### src/rtl/bus_decoder_if.sv
// 68000 bus pins (already active-high) between the CPU side and the bus-cycle controller.
interface bus_decoder_if #(
  parameter int ADDR_WIDTH = 24
);
  logic                  AS_IN;
  logic                  UDS_IN;
  logic                  LDS_IN;
  logic                  RW_IN;
  logic [ADDR_WIDTH-1:0] ADDR_IN;
  logic                  DTACK;
  logic                  BERR;
  logic                  SRAMCS0;
  logic                  SRAMCS1;
  logic                  PROMCS0;
  logic                  PROMCS1;
  logic                  OE;
  logic                  OVERLAY;
  logic                  BUSY;

  modport master (
    output AS_IN, UDS_IN, LDS_IN, RW_IN, ADDR_IN,
    input  DTACK, BERR, SRAMCS0, SRAMCS1, PROMCS0, PROMCS1, OE, OVERLAY, BUSY
  );

  modport slave (
    input  AS_IN, UDS_IN, LDS_IN, RW_IN, ADDR_IN,
    output DTACK, BERR, SRAMCS0, SRAMCS1, PROMCS0, PROMCS1, OE, OVERLAY, BUSY
  );
endinterface

### src/rtl/bus_decoder.sv
// 68000 bus-cycle controller: region decode, byte-lane chip selects, wait-state DTACK,
// unmapped/write-protect BERR timeout and a boot overlay mapping all reads to PROM.
module bus_decoder #(
  parameter int                    ADDR_WIDTH    = 24,
  parameter logic [ADDR_WIDTH-1:0] ROM_BASE      = 24'hFC0000,
  parameter int                    ROM_SIZE_LOG2 = 18,
  parameter logic [ADDR_WIDTH-1:0] RAM_BASE      = 24'h000000,
  parameter int                    RAM_SIZE_LOG2 = 20,
  parameter int                    ROM_WAIT      = 2,
  parameter int                    RAM_WAIT      = 0,
  parameter int                    BERR_TIMEOUT  = 16,
  parameter int                    BOOT_CYCLES   = 4,
  parameter int                    ROM_WP        = 1
) (
  input  logic         CPUCLK_IN,
  input  logic         RESET_n_IN,
  bus_decoder_if.slave bus
);

  typedef enum logic [1:0] {ST_IDLE, ST_WAIT, ST_ACK, ST_ERR} state_e;
  typedef enum logic [1:0] {RG_NONE, RG_ROM, RG_RAM} region_e;

  // A window as large as the address space has an all-zero mask and matches everything.
  localparam logic [ADDR_WIDTH-1:0] ROM_MASK = (ROM_SIZE_LOG2 >= ADDR_WIDTH) ?
                                               {ADDR_WIDTH{1'b0}} : ({ADDR_WIDTH{1'b1}} << ROM_SIZE_LOG2);
  localparam logic [ADDR_WIDTH-1:0] RAM_MASK = (RAM_SIZE_LOG2 >= ADDR_WIDTH) ?
                                               {ADDR_WIDTH{1'b0}} : ({ADDR_WIDTH{1'b1}} << RAM_SIZE_LOG2);
  localparam logic [7:0]  ROM_WAIT_C = 8'(ROM_WAIT);
  localparam logic [7:0]  RAM_WAIT_C = 8'(RAM_WAIT);
  localparam logic [7:0]  BERR_CNT_C = 8'(BERR_TIMEOUT - 1);
  localparam logic [15:0] BOOT_LIM   = 16'(BOOT_CYCLES);

  function automatic region_e decode(input logic [ADDR_WIDTH-1:0] addr,
                                     input logic rw, input logic ovl);
    region_e r;
    if (ovl && rw) begin
      r = RG_ROM;
    end else if (((addr ^ ROM_BASE) & ROM_MASK) == {ADDR_WIDTH{1'b0}}) begin
      r = RG_ROM;
    end else if (((addr ^ RAM_BASE) & RAM_MASK) == {ADDR_WIDTH{1'b0}}) begin
      r = RG_RAM;
    end else begin
      r = RG_NONE;
    end
    return r;
  endfunction

  state_e      state_q, state_d;
  region_e     region_q, region_d;
  region_e     dec_region_s;
  logic [7:0]  cnt_q, cnt_d;
  logic [15:0] ovl_cnt_q, ovl_cnt_d;
  logic        ovl_q, ovl_d;
  logic        dtack_q, dtack_d;
  logic        berr_q, berr_d;
  logic [1:0]  prom_cs_q, prom_cs_d;
  logic [1:0]  sram_cs_q, sram_cs_d;
  logic        oe_q, oe_d;
  logic        busy_q, busy_d;
  logic        start_s;
  logic        active_s;

  assign start_s      = bus.AS_IN & (bus.UDS_IN | bus.LDS_IN);
  assign dec_region_s = decode(bus.ADDR_IN, bus.RW_IN, ovl_q);

  // Next-state, counters and registered-output precompute.
  always_comb begin
    state_d   = state_q;
    region_d  = region_q;
    cnt_d     = cnt_q;
    ovl_d     = ovl_q;
    ovl_cnt_d = ovl_cnt_q;

    case (state_q)
      ST_IDLE: begin
        if (start_s) begin
          state_d = ST_WAIT;
          if (!bus.RW_IN) begin
            ovl_d = 1'b0;
          end else begin
            ovl_d = ovl_q;
          end
          // Write-protected PROM is handled as an error cycle with a one-cycle timeout.
          if (dec_region_s == RG_ROM && !bus.RW_IN && ROM_WP != 0) begin
            region_d = RG_NONE;
            cnt_d    = 8'd0;
          end else if (dec_region_s == RG_ROM) begin
            region_d = RG_ROM;
            cnt_d    = ROM_WAIT_C;
          end else if (dec_region_s == RG_RAM) begin
            region_d = RG_RAM;
            cnt_d    = RAM_WAIT_C;
          end else begin
            region_d = RG_NONE;
            cnt_d    = BERR_CNT_C;
          end
        end else begin
          state_d = ST_IDLE;
        end
      end
      ST_WAIT: begin
        if (!bus.AS_IN) begin
          state_d = ST_IDLE;
        end else if (cnt_q == 8'd0) begin
          state_d = (region_q == RG_NONE) ? ST_ERR : ST_ACK;
        end else begin
          cnt_d = cnt_q - 8'd1;
        end
      end
      ST_ACK: begin
        if (!bus.AS_IN) begin
          state_d = ST_IDLE;
          if (ovl_q) begin
            ovl_cnt_d = ovl_cnt_q + 16'd1;
            ovl_d     = ((ovl_cnt_q + 16'd1) == BOOT_LIM) ? 1'b0 : 1'b1;
          end else begin
            ovl_cnt_d = ovl_cnt_q;
          end
        end else begin
          state_d = ST_ACK;
        end
      end
      ST_ERR: begin
        if (!bus.AS_IN) begin
          state_d = ST_IDLE;
        end else begin
          state_d = ST_ERR;
        end
      end
      default: begin
        state_d = ST_IDLE;
      end
    endcase

    // Lanes follow the live strobes on every edge after the start edge.
    active_s  = (state_q != ST_IDLE) && (state_d != ST_IDLE);
    prom_cs_d = (active_s && region_q == RG_ROM) ? {bus.UDS_IN, bus.LDS_IN} : 2'b00;
    sram_cs_d = (active_s && region_q == RG_RAM) ? {bus.UDS_IN, bus.LDS_IN} : 2'b00;
    oe_d      = bus.RW_IN & ((|prom_cs_d) | (|sram_cs_d));
    dtack_d   = (state_d == ST_ACK);
    berr_d    = (state_d == ST_ERR);
    busy_d    = (state_d != ST_IDLE);
  end

  // State and output registers with synchronous active-low reset.
  always_ff @(posedge CPUCLK_IN) begin
    if (!RESET_n_IN) begin
      state_q   <= ST_IDLE;
      region_q  <= RG_NONE;
      cnt_q     <= 8'd0;
      ovl_q     <= 1'b1;
      ovl_cnt_q <= 16'd0;
      dtack_q   <= 1'b0;
      berr_q    <= 1'b0;
      prom_cs_q <= 2'b00;
      sram_cs_q <= 2'b00;
      oe_q      <= 1'b0;
      busy_q    <= 1'b0;
    end else begin
      state_q   <= state_d;
      region_q  <= region_d;
      cnt_q     <= cnt_d;
      ovl_q     <= ovl_d;
      ovl_cnt_q <= ovl_cnt_d;
      dtack_q   <= dtack_d;
      berr_q    <= berr_d;
      prom_cs_q <= prom_cs_d;
      sram_cs_q <= sram_cs_d;
      oe_q      <= oe_d;
      busy_q    <= busy_d;
    end
  end

  assign bus.DTACK   = dtack_q;
  assign bus.BERR    = berr_q;
  assign bus.PROMCS0 = prom_cs_q[1];
  assign bus.PROMCS1 = prom_cs_q[0];
  assign bus.SRAMCS0 = sram_cs_q[1];
  assign bus.SRAMCS1 = sram_cs_q[0];
  assign bus.OE      = oe_q;
  assign bus.OVERLAY = ovl_q;
  assign bus.BUSY    = busy_q;

endmodule

### src/flat_wrapper.sv
// flat-port wrapper written by rule: the top's interface ports become plain ports
module bus_decoder_flat 
#(
  parameter int                    ADDR_WIDTH    = 24,
  parameter logic [ADDR_WIDTH-1:0] ROM_BASE      = 24'hFC0000,
  parameter int                    ROM_SIZE_LOG2 = 18,
  parameter logic [ADDR_WIDTH-1:0] RAM_BASE      = 24'h000000,
  parameter int                    RAM_SIZE_LOG2 = 20,
  parameter int                    ROM_WAIT      = 2,
  parameter int                    RAM_WAIT      = 0,
  parameter int                    BERR_TIMEOUT  = 16,
  parameter int                    BOOT_CYCLES   = 4,
  parameter int                    ROM_WP        = 1
)
  (CPUCLK_IN, RESET_n_IN, bus_AS_IN, bus_UDS_IN, bus_LDS_IN, bus_RW_IN, bus_ADDR_IN, bus_DTACK, bus_BERR, bus_SRAMCS0, bus_SRAMCS1, bus_PROMCS0, bus_PROMCS1, bus_OE, bus_OVERLAY, bus_BUSY);
  bus_decoder_if #(.ADDR_WIDTH(ADDR_WIDTH)) bus_i ();
  input  logic CPUCLK_IN;
  input  logic RESET_n_IN;
  input wire logic [$bits(bus_i.AS_IN)-1:0] bus_AS_IN;
  input wire logic [$bits(bus_i.UDS_IN)-1:0] bus_UDS_IN;
  input wire logic [$bits(bus_i.LDS_IN)-1:0] bus_LDS_IN;
  input wire logic [$bits(bus_i.RW_IN)-1:0] bus_RW_IN;
  input wire logic [$bits(bus_i.ADDR_IN)-1:0] bus_ADDR_IN;
  output wire logic [$bits(bus_i.DTACK)-1:0] bus_DTACK;
  output wire logic [$bits(bus_i.BERR)-1:0] bus_BERR;
  output wire logic [$bits(bus_i.SRAMCS0)-1:0] bus_SRAMCS0;
  output wire logic [$bits(bus_i.SRAMCS1)-1:0] bus_SRAMCS1;
  output wire logic [$bits(bus_i.PROMCS0)-1:0] bus_PROMCS0;
  output wire logic [$bits(bus_i.PROMCS1)-1:0] bus_PROMCS1;
  output wire logic [$bits(bus_i.OE)-1:0] bus_OE;
  output wire logic [$bits(bus_i.OVERLAY)-1:0] bus_OVERLAY;
  output wire logic [$bits(bus_i.BUSY)-1:0] bus_BUSY;
  assign bus_i.AS_IN = bus_AS_IN;
  assign bus_i.UDS_IN = bus_UDS_IN;
  assign bus_i.LDS_IN = bus_LDS_IN;
  assign bus_i.RW_IN = bus_RW_IN;
  assign bus_i.ADDR_IN = bus_ADDR_IN;
  assign bus_DTACK = bus_i.DTACK;
  assign bus_BERR = bus_i.BERR;
  assign bus_SRAMCS0 = bus_i.SRAMCS0;
  assign bus_SRAMCS1 = bus_i.SRAMCS1;
  assign bus_PROMCS0 = bus_i.PROMCS0;
  assign bus_PROMCS1 = bus_i.PROMCS1;
  assign bus_OE = bus_i.OE;
  assign bus_OVERLAY = bus_i.OVERLAY;
  assign bus_BUSY = bus_i.BUSY;
  bus_decoder #(.ADDR_WIDTH(ADDR_WIDTH), .ROM_BASE(ROM_BASE), .ROM_SIZE_LOG2(ROM_SIZE_LOG2), .RAM_BASE(RAM_BASE), .RAM_SIZE_LOG2(RAM_SIZE_LOG2), .ROM_WAIT(ROM_WAIT), .RAM_WAIT(RAM_WAIT), .BERR_TIMEOUT(BERR_TIMEOUT), .BOOT_CYCLES(BOOT_CYCLES), .ROM_WP(ROM_WP)) u_core (.CPUCLK_IN(CPUCLK_IN), .RESET_n_IN(RESET_n_IN), .bus(bus_i));
endmodule
### config.mk
export PLATFORM = sky130hd
export DESIGN_NAME = bus_decoder_flat
export DESIGN_NICKNAME = d
export VERILOG_FILES = /design/src/rtl/bus_decoder_if.sv /design/src/rtl/bus_decoder.sv /design/src/flat_wrapper.sv
export SDC_FILE = /design/constraint.sdc
export NUM_CORES = 1
export LEC_CHECK = 0
export BUFFER_PORTS_ARGS = -buffer_cell sky130_fd_sc_hd__buf_2
export CAP_MARGIN = 20
export CORE_MARGIN = 5
export CORE_UTILIZATION = 57
export CTS_CLUSTER_DIAMETER = 200
export DETAILED_ROUTE_END_ITERATION = 8
export PLACE_DENSITY_LB_ADDON = 0.1
export REMOVE_ABC_BUFFERS = 1
export SLEW_MARGIN = 20
export SYNTH_ARGS = -nofsm -noshare
export SYNTH_HDL_FRONTEND = slang
export SYNTH_SLANG_ARGS = --single-unit
### constraint.sdc
create_clock -name CPUCLK_IN -period 3 [get_ports CPUCLK_IN]
set_clock_uncertainty 0.2 [all_clocks]
set_input_delay 0.45 -clock CPUCLK_IN [delete_from_list [all_inputs] [get_ports CPUCLK_IN]]
set_output_delay 0.45 -clock CPUCLK_IN [all_outputs]
set_load 0.1 [all_outputs]
==> reports/summary.md <==
### Yosys
* 37 x dfxtp_1, 30 x nor2_1, 25 x nand2_1, 13 x nand3_1, 13 x xor2_1 — ranking of synthesized cells by instance count
* 41.4% — register area share after synthesis
* 37 — synthesized flop and latch total
* 0 — number of synthesized flops with an enable pin
* 41.4% — area fraction of the dominant cell type after synthesis
* 0 — total number of yosys warnings
* 0% — post-synthesis async set-or-reset flop share
* 222 — cell count after synthesis
* dfxtp_1 — Post-synth top flop
* 8.06 sq um — average size of a mapped cell
* dfxtp_1 — most frequently used cell type in the post-synthesis netlist
* 39 — number of library cell types mapped by synthesis
* dfxtp_1 41%, xor2_1 6.4%, nor2_1 6.3% — leading post-synthesis cells by cell area
* dfxtp_1 — library cell occupying the most area in the post-synthesis netlist
* 0.00179 sq mm — total standard cell area after synthesis

### Clock tree
* built — TritonCTS clock tree
* 0 — number of buffers inserted by hold repair at cts
* 0 — Setup Buffers After CTS
* 2 — buffer levels on the longest clock path
* 5 — cts bufs inserted
* 37 — number of clock sinks seen by CTS
* clkbuf_4 — cell chosen for the clock root
* 0.34 ns — clock network latency to the later pin of the worst-skew pair
* 0.12 ns — Worst-path clk slew
* 2 — htree depth
* 0 — post-CTS resize count

### Floorplanning
* 59.1% — starting density of the core
* 0.00436 sq mm — die footprint
* 0.00303 sq mm — placeable core region
* 39 — I/O pin count
* 66.0 microns — horizontal die dimension
* 66.0 microns — floorplan die height
* 20 — number of core rows

### Placement
* 0.00192 sq mm — Post-DP Area
* 20 — number of I/O port buffers
* 2680 microns — HPWL reported at the end of detailed placement
* 0.845 — placer congestion estimate
* 0.397 ns — DP Worst Slack

### Global route
* 22 — maximum number of pins on one net before global-route repair
* 19.2% — GRT Total Usage
* 1597 — vias in the first global route
* 0 — total overflow reported by the global router
* 0 — number of antenna violations at the first check in global routing
* 6450 microns — wire length of the first global-routing pass

### Critical path
* flop — Startpoint Class
* 3.05 ns — data required time at the worst endpoint
* reg2reg — Worst Setup Path Type
* 4 — Reg2Reg Depth
* 0.69 ns — minimum setup slack among reg-to-reg paths
* 2.37 ns — arrival time at the worst endpoint
* u_core.state_q[0]$_SDFF_PN0_ — startpoint of the worst-slack reg-to-reg timing path
* 11 — Worst Path Max Fanout
* u_core.ovl_cnt_q[14]$_SDFFE_PN0P_ — Crit Reg-Reg Endpoint
* flop — sort of element at the end of the critical path

### Final layout
* 273 — final net count
* 261 — Fillers
* 0 — diodes inserted
* 14.9% — share of layout cells above drive strength 1
* 11.3% — area delta synth->final
* 0.00199 sq mm — post-route design area

### Drt
* 3700 microns — Total Routed Length
* 0 — remaining number of nets flagged by the antenna check after routing
* 98 — detailed router's first-iteration violation count
* 1598 — detailed-route via count
* 5.59 — drt via density
* 12.9 microns — Avg WL per Cell
* 4 — total iterations of the first detailed-routing run
* 0 — number of DRC violations after detailed routing

### Timing
* 0.696 ns — Worst Max-Slew Pin Slew
* 0 — Final setup violation count
* 0 ns — final sum of negative setup slack
* 53.6% — max_slew headroom
* 77.2% — Period Utilization, post-route
* false — RSZ-0062 raised after global routing
* 0.685 ns — Worst Slack Setup Final
* 0 — fin. max-slew vios
* 432 MHz — Max Fclk
* 0 — number of endpoints with negative hold slack in the final report
* 2.31 ns — shortest clock period the worst path allows after layout

### Status
* completed — status

### Power and ir drop
* 30.7% — clock network power share
* 15.2% — power share of the combinational group
* 489 mW/mm^2 — power per unit of standard cell area
* 0.000779 uW — leakage power total
* 277 uW — net switching power of the design
* 28.4% — switching power share of the total
* 268 uV — Worst IR Drop VDD
* 698 uW — P_int
* 54.1% — sequential cell fraction of total power

### Worst hold path
* 3 — hold depth
* bus_LDS_IN — launch point of the worst hold path
* u_core.sram_cs_q[0]$_SDFF_PN0_ — end of the worst hold path
* in2reg — path class of the lowest-slack min-delay path

### Job
* 0 — max capacitance violation total

-- flip-flops by register name, summed over array words and instances, names as in the netlist --
| register | flops |
|---|---|
| u_core.ovl_cnt_q | 16 |
| u_core.bus.OE | 1 |
| u_core.sram_cs_q | 2 |
| u_core.bus.BUSY | 1 |
| u_core.cnt_q | 8 |
| u_core.state_q | 2 |
| u_core.bus.DTACK | 1 |
| u_core.region_q | 2 |
| u_core.bus.OVERLAY | 1 |
| u_core.bus.BERR | 1 |
| u_core.prom_cs_q | 2 |
-- per-stage QoR --
stage / cells / util [%] / total power [uW] / hold WS [ns]
after detailed placement: 278 / 63.3 / 682 / 0.270
after floorplan: 213 / - / 639 / 0.244
final: 286 / 65.8 / 974 / 0.162
after CTS: 286 / 65.6 / 979 / 0.148
after global placement: 278 / 63.3 / 676 / 0.259
after global routing: 286 / 65.8 / 1030 / 0.149
-- critical path: stages, from the launching register on --
cell and delay (ns):
dfxtp_1 0.43, nand4bb_1 0.47, or4_4 0.63, or3_1 0.36, a21oi_1 0.14
-- cells by family (layout without fill, tap and decap cells) --
group	count (synthesis)	count (layout)	share of synthesized area [%]
compound gates	32	32	11.2
simple gates	111	111	31.5
mux	1	1	0.559
flops	37	37	41.4
buf+inv	19	39	4.13
fa+ha+maj	2	2	1.40
xor+xnor	20	20	9.79
-- cell type report --
class,instances,area (sq um),share of cell area (%)
flip-flops and latches,37,741,37.2
multi-input cells,166,981,49.2
well taps,44,55.1,2.76
inverters,10,37.5,1.88
clock buffers,7,65.1,3.27
clock inverters,1,5.00,0.251
repair buffers,21,108,5.40
-- layout by cell type (no fill, tap or decap), types with 4 or more instances in the layout --
cell      netlist  final
xor2_1         13     13
nor3b_1         4      4
buf_2           2     20
dfxtp_1        37     37
inv_1          10     10
xnor2_1         7      7
a21oi_1         8      8
nor2_1         30     30
nor4_1          4      4
o21ai_0        10     10
nand3_1        13     13
nand2_1        25     25
clkbuf_4        0      5
or3_1           6      6
nor3_1          8      8
nand4_1         5      5
-- worst max-delay path by stage --
stage                               startpoint                           endpoint  slack [ns]  cells after the start
2_1_floorplan  u_core.bus.OVERLAY$_SDFFE_PN1P_  u_core.ovl_cnt_q[14]$_SDFFE_PN0P_        0.31                      4
3_3_place_gp      u_core.cnt_q[0]$_SDFFE_PN0P_       u_core.cnt_q[3]$_SDFFE_PN0P_        0.50                      7
3_5_place_dp      u_core.cnt_q[0]$_SDFFE_PN0P_       u_core.cnt_q[2]$_SDFFE_PN0P_        0.40                      7
4_1_cts           u_core.cnt_q[0]$_SDFFE_PN0P_       u_core.cnt_q[6]$_SDFFE_PN0P_        0.36                      7
5_1_grt           u_core.state_q[0]$_SDFF_PN0_  u_core.ovl_cnt_q[14]$_SDFFE_PN0P_        0.56                      4
6_report          u_core.state_q[0]$_SDFF_PN0_  u_core.ovl_cnt_q[14]$_SDFFE_PN0P_        0.69                      4
-- power by group through the flow --
| stage | combinational [uW] | sequential [uW] | clock (uW) |
|---|---|---|---|
| after floorplan | 83.6 | 555 | 0 |
| after global placement | 141 | 536 | 0 |
| after detailed placement | 145 | 538 | 0 |
| after CTS | 146 | 526 | 307 |
| after global routing | 165 | 531 | 336 |
| final | 148 | 527 | 299 |
-- per-layer routing --
layer | global-route usage [%] | wire [microns] | vias up
li1 | - | - | 812
met1 | 20.3 | 1550 | 734
met2 | 34.7 | 1900 | 48
met3 | 5.27 | 222 | 4
met4 | 9.14 | 34 | 0
met5 | 0 | 0 | -
Note: power is estimated with default switching activity, not from simulation.
